<file path="src/rtl/note_game_pkg.sv">
// Shared types and defaults for the note game song scheduler.
package note_game_pkg;

    typedef enum logic [1:0] {
        IDLE  = 2'd0,
        LOAD  = 2'd1,
        SERVE = 2'd2,
        DONE  = 2'd3
    } sched_state_t;

    localparam int DEF_FREQ_W   = 16;
    localparam int DEF_SONG_LEN = 32;
    localparam int END_MARKER   = 0;

endpackage

</file>
<file path="src/rtl/song_rom.sv">
// Synchronous single-port song ROM, 1-cycle read latency.
// The image is an elaboration-time parameter, so no load file is needed to simulate or synthesize it.
module song_rom #(
    parameter int DEPTH = 32,
    parameter int WIDTH = 16,
    parameter int AW    = $clog2(DEPTH),
    parameter logic [DEPTH-1:0][WIDTH-1:0] INIT = '0
) (
    input  logic             clk,
    input  logic [AW-1:0]    addr,
    output logic [WIDTH-1:0] data
);

    logic [WIDTH-1:0] data_q;

    always_ff @(posedge clk) begin
        data_q <= INIT[addr];
    end

    assign data = data_q;

endmodule

</file>
<file path="src/rtl/wall_note_scheduler.sv">
// Round-robin song scheduler: fetches the next note from the song ROM and
// hands it to exactly one requesting wall per SERVE slot.
module wall_note_scheduler
    import note_game_pkg::*;
#(
    parameter int N_WALLS  = 3,
    parameter int SONG_LEN = DEF_SONG_LEN,
    parameter int FREQ_W   = DEF_FREQ_W,
    parameter int IDX_W    = $clog2(SONG_LEN),
    parameter logic [SONG_LEN-1:0][FREQ_W-1:0] SONG_INIT = '0
) (
    input  logic               pixel_clk_in,
    input  logic               rst_n_in,
    input  logic               start_in,
    input  logic               abort_in,
    input  logic [N_WALLS-1:0] req_in,
    output logic [N_WALLS-1:0] grant_out,
    output logic [FREQ_W-1:0]  freq_out,
    output logic [IDX_W-1:0]   note_idx_out,
    output logic               busy_out,
    output logic               final_note_out,
    output logic               done_out
);

    localparam int PTR_W = (N_WALLS > 1) ? $clog2(N_WALLS) : 1;

    sched_state_t       state_q, state_d;
    logic [IDX_W-1:0]   idx_q, idx_d;
    logic [PTR_W-1:0]   ptr_q, ptr_d;
    logic [FREQ_W-1:0]  note_q, note_d;
    logic [FREQ_W-1:0]  freq_q, freq_d;
    logic [IDX_W-1:0]   nidx_q, nidx_d;
    logic [N_WALLS-1:0] grant;
    logic               final_note;
    logic [PTR_W-1:0]   win;
    logic [FREQ_W-1:0]  rom_data;

    // First requester at or after ptr, scanning upward modulo N_WALLS.
    function automatic logic [PTR_W-1:0] rr_pick(input logic [N_WALLS-1:0] req,
                                                 input logic [PTR_W-1:0]   ptr);
        logic [PTR_W-1:0] pick;
        logic             found;
        int               k;
        pick  = '0;
        found = 1'b0;
        for (int i = 0; i < N_WALLS; i++) begin
            k = int'(ptr) + i;
            if (k >= N_WALLS) k = k - N_WALLS;
            if (!found && req[k]) begin
                pick  = PTR_W'(k);
                found = 1'b1;
            end
        end
        return pick;
    endfunction

    // The address follows idx_d so the read issued with a transition lands in LOAD.
    song_rom #(
        .DEPTH(SONG_LEN),
        .WIDTH(FREQ_W),
        .AW   (IDX_W),
        .INIT (SONG_INIT)
    ) u_rom (
        .clk (pixel_clk_in),
        .addr(idx_d),
        .data(rom_data)
    );

    always_comb begin
        state_d    = state_q;
        idx_d      = idx_q;
        ptr_d      = ptr_q;
        note_d     = note_q;
        freq_d     = freq_q;
        nidx_d     = nidx_q;
        grant      = '0;
        final_note = 1'b0;
        win        = rr_pick(req_in, ptr_q);

        if (abort_in) begin
            state_d = IDLE;
            idx_d   = '0;
            ptr_d   = '0;
            note_d  = '0;
            freq_d  = '0;
            nidx_d  = '0;
        end else begin
            case (state_q)
                IDLE, DONE: begin
                    if (start_in) begin
                        state_d = LOAD;
                        idx_d   = '0;
                    end
                end
                LOAD: begin
                    note_d  = rom_data;
                    state_d = (rom_data == FREQ_W'(END_MARKER)) ? DONE : SERVE;
                end
                SERVE: begin
                    if (|req_in) begin
                        grant[win] = 1'b1;
                        freq_d     = note_q;
                        nidx_d     = idx_q;
                        ptr_d      = (win == PTR_W'(N_WALLS - 1)) ? '0 : PTR_W'(win + 1'b1);
                        if (idx_q == IDX_W'(SONG_LEN - 1)) begin
                            final_note = 1'b1;
                            state_d    = DONE;
                        end else begin
                            idx_d   = idx_q + 1'b1;
                            state_d = LOAD;
                        end
                    end
                end
                default: state_d = IDLE;
            endcase
        end
    end

    always_ff @(posedge pixel_clk_in or negedge rst_n_in) begin
        if (!rst_n_in) begin
            state_q <= IDLE;
            idx_q   <= '0;
            ptr_q   <= '0;
            note_q  <= '0;
            freq_q  <= '0;
            nidx_q  <= '0;
        end else begin
            state_q <= state_d;
            idx_q   <= idx_d;
            ptr_q   <= ptr_d;
            note_q  <= note_d;
            freq_q  <= freq_d;
            nidx_q  <= nidx_d;
        end
    end

    // Grant and its payload are visible in the grant cycle, then held.
    assign grant_out      = grant;
    assign freq_out       = (|grant) ? note_q : freq_q;
    assign note_idx_out   = (|grant) ? idx_q : nidx_q;
    assign busy_out       = (state_q == LOAD) || (state_q == SERVE);
    assign final_note_out = final_note;
    assign done_out       = (state_q == DONE);

endmodule

</file>
<file path="config.mk">
export PLATFORM = sky130hd
export DESIGN_NAME = wall_note_scheduler
export DESIGN_NICKNAME = d
export VERILOG_FILES = /design/src/rtl/note_game_pkg.sv /design/src/rtl/song_rom.sv /design/src/rtl/wall_note_scheduler.sv
export SDC_FILE = /design/constraint.sdc
export NUM_CORES = 1
export LEC_CHECK = 0
export ABC_AREA = 1
export CAP_MARGIN = 10
export CORE_MARGIN = 8
export CORE_UTILIZATION = 25
export CTS_CLUSTER_SIZE = 30
export DETAILED_ROUTE_END_ITERATION = 10
export SETUP_SLACK_MARGIN = 0.02
export SYNTH_ARGS = -nofsm -noshare
export SYNTH_HDL_FRONTEND = slang
export SYNTH_SLANG_ARGS = --single-unit
export TNS_END_PERCENT = 50
</file>
<file path="constraint.sdc">
create_clock -name pixel_clk_in -period 2.2 [get_ports pixel_clk_in]
set_input_delay 0.33 -clock pixel_clk_in [delete_from_list [all_inputs] [get_ports pixel_clk_in]]
set_output_delay 0.33 -clock pixel_clk_in [all_outputs]
set_load 0.01 [all_outputs]
</file>
==> flow_metrics.py <==
metrics = {
    "status": {
        "outcome": "finished with violations",
        "violations": "setup timing",
    },
    "power": {
        "power_mw": 0.7191,
        "p_per_area_mw_per_mm2": 424.5,
        "cellLeakagePower_nw": 0.8313,
        "worst_ir_drop_vdd_mv": 0.3142,
    },
    "run": {
        "drv_cap": 0,
    },
    "synthesis": {
        "syn_area_per_cell_um2": 7.266,
        "synthDistinctLibCells": 24,
        "yosys.area.top_type_share_pct": 29.95,
        "synth_area_leaders": "dfrtp_1 (30%), nand2_1 (11%), buf_4 (10%)",
        "synthesis.area_mm2": 0.001170,
        "yosysMostFrequentCell": "nand2_1",
        "yosysTopAreaCell": "dfrtp_1",
        "synth_seq_area_share_pct": 29.95,
        "synth_common_cells": "nand2_1 (34), inv_1 (24), o21ai_0 (18)",
        "synthArstFlopShare_pct": 100.0,
        "yosys_warnings": 0,
        "synth_edf_count": 0,
        "synth-main-ff-cell": "dfrtp_1",
        "syn_inst": 161,
        "ys_ff_latch": 14,
    },
    "die": {
        "chipWidth_um": 84.41,
        "dieArea_mm2": 0.007124,
        "start_util_pct": 25.27,
        "std_cell_rows": 25,
        "core_mm2": 0.004629,
        "pin_count": 34,
        "fp.dieH_um": 84.41,
    },
    "global_route": {
        "grt-ovfl-total": 0,
        "antenna_found_initial": 0,
        "use_met1_pct": 9.421,
        "track_usage_pct": 7.985,
        "gr-usage-met3_pct": 1.561,
        "grt_max_degree": 15,
        "grt_pass1_vias": 1107,
        "use_met2_pct": 13.75,
        "grt_pass1_wl_um": 4740,
        "grt-busiest-layer": "met2",
    },
    "worst_setup_path": {
        "end_kind": "output port",
        "crit_required_ns": 1.87,
        "critPathLaunchType": "flop",
        "worst_r2r_path_depth": 12,
        "crit_fanout": 4,
        "crit_slowest_cell": "dfrtp_2",
        "crit_chain": "ha_4 -> buf_6 -> nand2_1 -> nand3_1 -> nand2_2 -> nand3_1 -> nand2_1 -> nor2_2 -> buf_4 -> nor3_2 -> buf_2",
        "arrival_ns": 1.95,
        "crit_type": "flop to output port",
        "slowest_delay_ns": 0.46,
    },
    "worst_hold_path": {
        "min_path_type": "input port to async pin",
    },
    "route": {
        "avgViaCountPerCell": 4.221,
        "wl_per_cell_um": 11.47,
        "first_pass_iters": 4,
        "drc": 0,
        "route.antenna.remaining_nets": 0,
        "via_count": 1106,
        "wirelength_um": 3004,
        "drt_iter0_drc": 21,
    },
    "cts": {
        "insertion_delay_ns": 0.24,
        "postCtsHoldBufs": 0,
        "numCtsBuffers": 3,
        "cts_tree": "built",
        "clockBufferDepth": 2,
        "clkTransAtPathRegs_ns": 0.05,
        "clock-sinks": 14,
        "htreeDepth": 1,
        "cts_root_buf": "clkbuf_8",
    },
    "layout": {
        "diodes": 0,
        "area_delta_synth_final_pct": 44.81,
        "finalNonFillerCells": 262,
        "finalNetCount": 226,
        "drive_gt1_share_pct": 37.02,
    },
    "placed_design": {
        "place_congestion": 0.8203,
        "io_buffers": 17,
        "hpwl_um": 2266,
        "dp.cells": 253,
    },
    "sta": {
        "max_freq_mhz": 439.1,
        "finalSetupViolCount": 3,
        "fin_ws_ns": -0.07727,
        "slew_headroom_pct": 59.17,
        "rsz0062_at_grt": "true",
        "hold_viol": 0,
        "post-route-period-util_pct": 103.5,
        "fin_skew_ns": 0.002363,
        "drv_slew": 0,
        "worstMarginPinSlew_ns": 0.6105,
        "period_minus_slack_ns": 2.277,
    },
}
==> cell usage in the layout, fill, tap and decap left out <==
cell type | netlist | layout
a21oi_4 | 2 | 2
nand2_2 | 2 | 6
a21oi_1 | 1 | 1
ha_1 | 9 | 5
dfrtp_1 | 14 | 13
buf_6 | 1 | 4
dlygate4sd2_1 | 0 | 4
nand3_2 | 0 | 6
nand3_1 | 17 | 11
conb_1 | 1 | 16
buf_2 | 0 | 1
dfrtp_2 | 0 | 1
clkdlybuf4s50_1 | 0 | 7
nor2_1 | 6 | 2
inv_4 | 0 | 2
ha_4 | 0 | 3
buf_4 | 16 | 27
nand4_1 | 1 | 1
nor3_4 | 0 | 1
clkbuf_2 | 0 | 2
o22ai_1 | 1 | 1
inv_2 | 3 | 8
a21boi_1 | 1 | 1
ha_2 | 0 | 1
nor3_2 | 1 | 1
nand2_1 | 34 | 30
clkdlybuf4s15_2 | 0 | 1
clkbuf_8 | 0 | 3
a21oi_2 | 1 | 1
o21ai_2 | 0 | 1
nor3_1 | 3 | 2
nor2_2 | 0 | 4
o21ai_0 | 18 | 16
nor2_4 | 1 | 1
inv_1 | 24 | 17
xor2_1 | 1 | 1
o21ai_1 | 2 | 3
nand2_4 | 1 | 1
==> path summary, 6_finish.rpt <==
kind | start | end | slack, ns
setup / recovery | ptr_q[1]$_DFFE_PN0P_ | grant_out[2] | -0.08
hold / removal | rst_n_in | nidx_q[0]$_DFFE_PN0P_ | 0.47
setup reg to reg | ptr_q[1]$_DFFE_PN0P_ | ptr_q[1]$_DFFE_PN0P_ | 0.33
hold reg to reg | nidx_q[1]$_DFFE_PN0P_ | nidx_q[1]$_DFFE_PN0P_ | 0.49
max in group asynchronous | rst_n_in | ptr_q[1]$_DFFE_PN0P_ | 1.29
min in group pixel_clk_in | nidx_q[1]$_DFFE_PN0P_ | nidx_q[1]$_DFFE_PN0P_ | 0.49
==> routing by layer <==
metal / share of wire [%] / vias to the layer above / routed length, µm
met5: 0 / - / 0
met4: 1.5 / 0 / 45
met3: 5.2 / 5 / 155
met2: 49 / 30 / 1457
met1: 45 / 497 / 1345
li1: - / 574 / -
==> registers in the layout (all words and copies together) (netlist names) <==
signal   count
nidx_q       5
idx_q        5
ptr_q        2
state_q      2
==> kinds of logic after synthesis <==
logic type	Yosys count	synth area share (%)
adders and majority gates	9	9.626
AOI/OAI and AO/OA	26	13.69
DFF	14	29.95
buffers and inverters	44	19.89
other	1	0.3205
xor gates and xnor gates	1	0.7488
and+or+nand+nor	66	25.77
==> through the flow <==
| step | cell area (µm²) | setup WS (ns) | TNS [ns] | hold WS (ns) | utilization (%) |
|---|---|---|---|---|---|
| final | 1694 | -0.07727 | -0.1445 | 0.4714 | 36.59 |
| after global routing | 1694 | -0.1691 | -0.4737 | 0.5091 | 36.59 |
| after CTS | 1629 | -0.1450 | -0.2691 | 0.4882 | 35.19 |
| after detailed placement | 1505 | -0.4243 | -2.521 | 0.4744 | 32.51 |
| after global placement | 1505 | -0.4283 | -2.575 | 0.4747 | 32.51 |
| after floorplan | 1226 | 0.3416 | 0 | 0.03441 | - |
==> cell type report <==
type / count / area, µm²
inverters: 27 / 106.4
well taps: 54 / 67.56
multi-input cells: 118 / 748.2
repair buffers: 46 / 379.1
clock buffers: 3 / 41.29
flip-flops and latches: 14 / 351.6
fillers: 493 / 2935
==> worst max-delay path, delay by kind of cell, from the launching register on <==
family                     cells  cell delay, ns
adders and majority gates      1            0.33
buffers and inverters          3            0.37
DFF                            1            0.46
and+or+nand+nor                7            0.55
==> report_power, final <==
part,switching (mW),total (mW),internal (mW)
Clock,0.0825,0.203,0.121
Combinational,0.137,0.246,0.109
Sequential,0.00560,0.270,0.265
Total,0.225,0.719,0.494
==> repair_timing <==
item | 4_1_cts | 5_1_grt
endpoints found under the setup margin | 9 | 6
setup buffers | 5 | 3
gates resized for setup | 37 | 29
pin swaps | 9 | 9
Note: power is estimated with default switching activity, not from simulation.
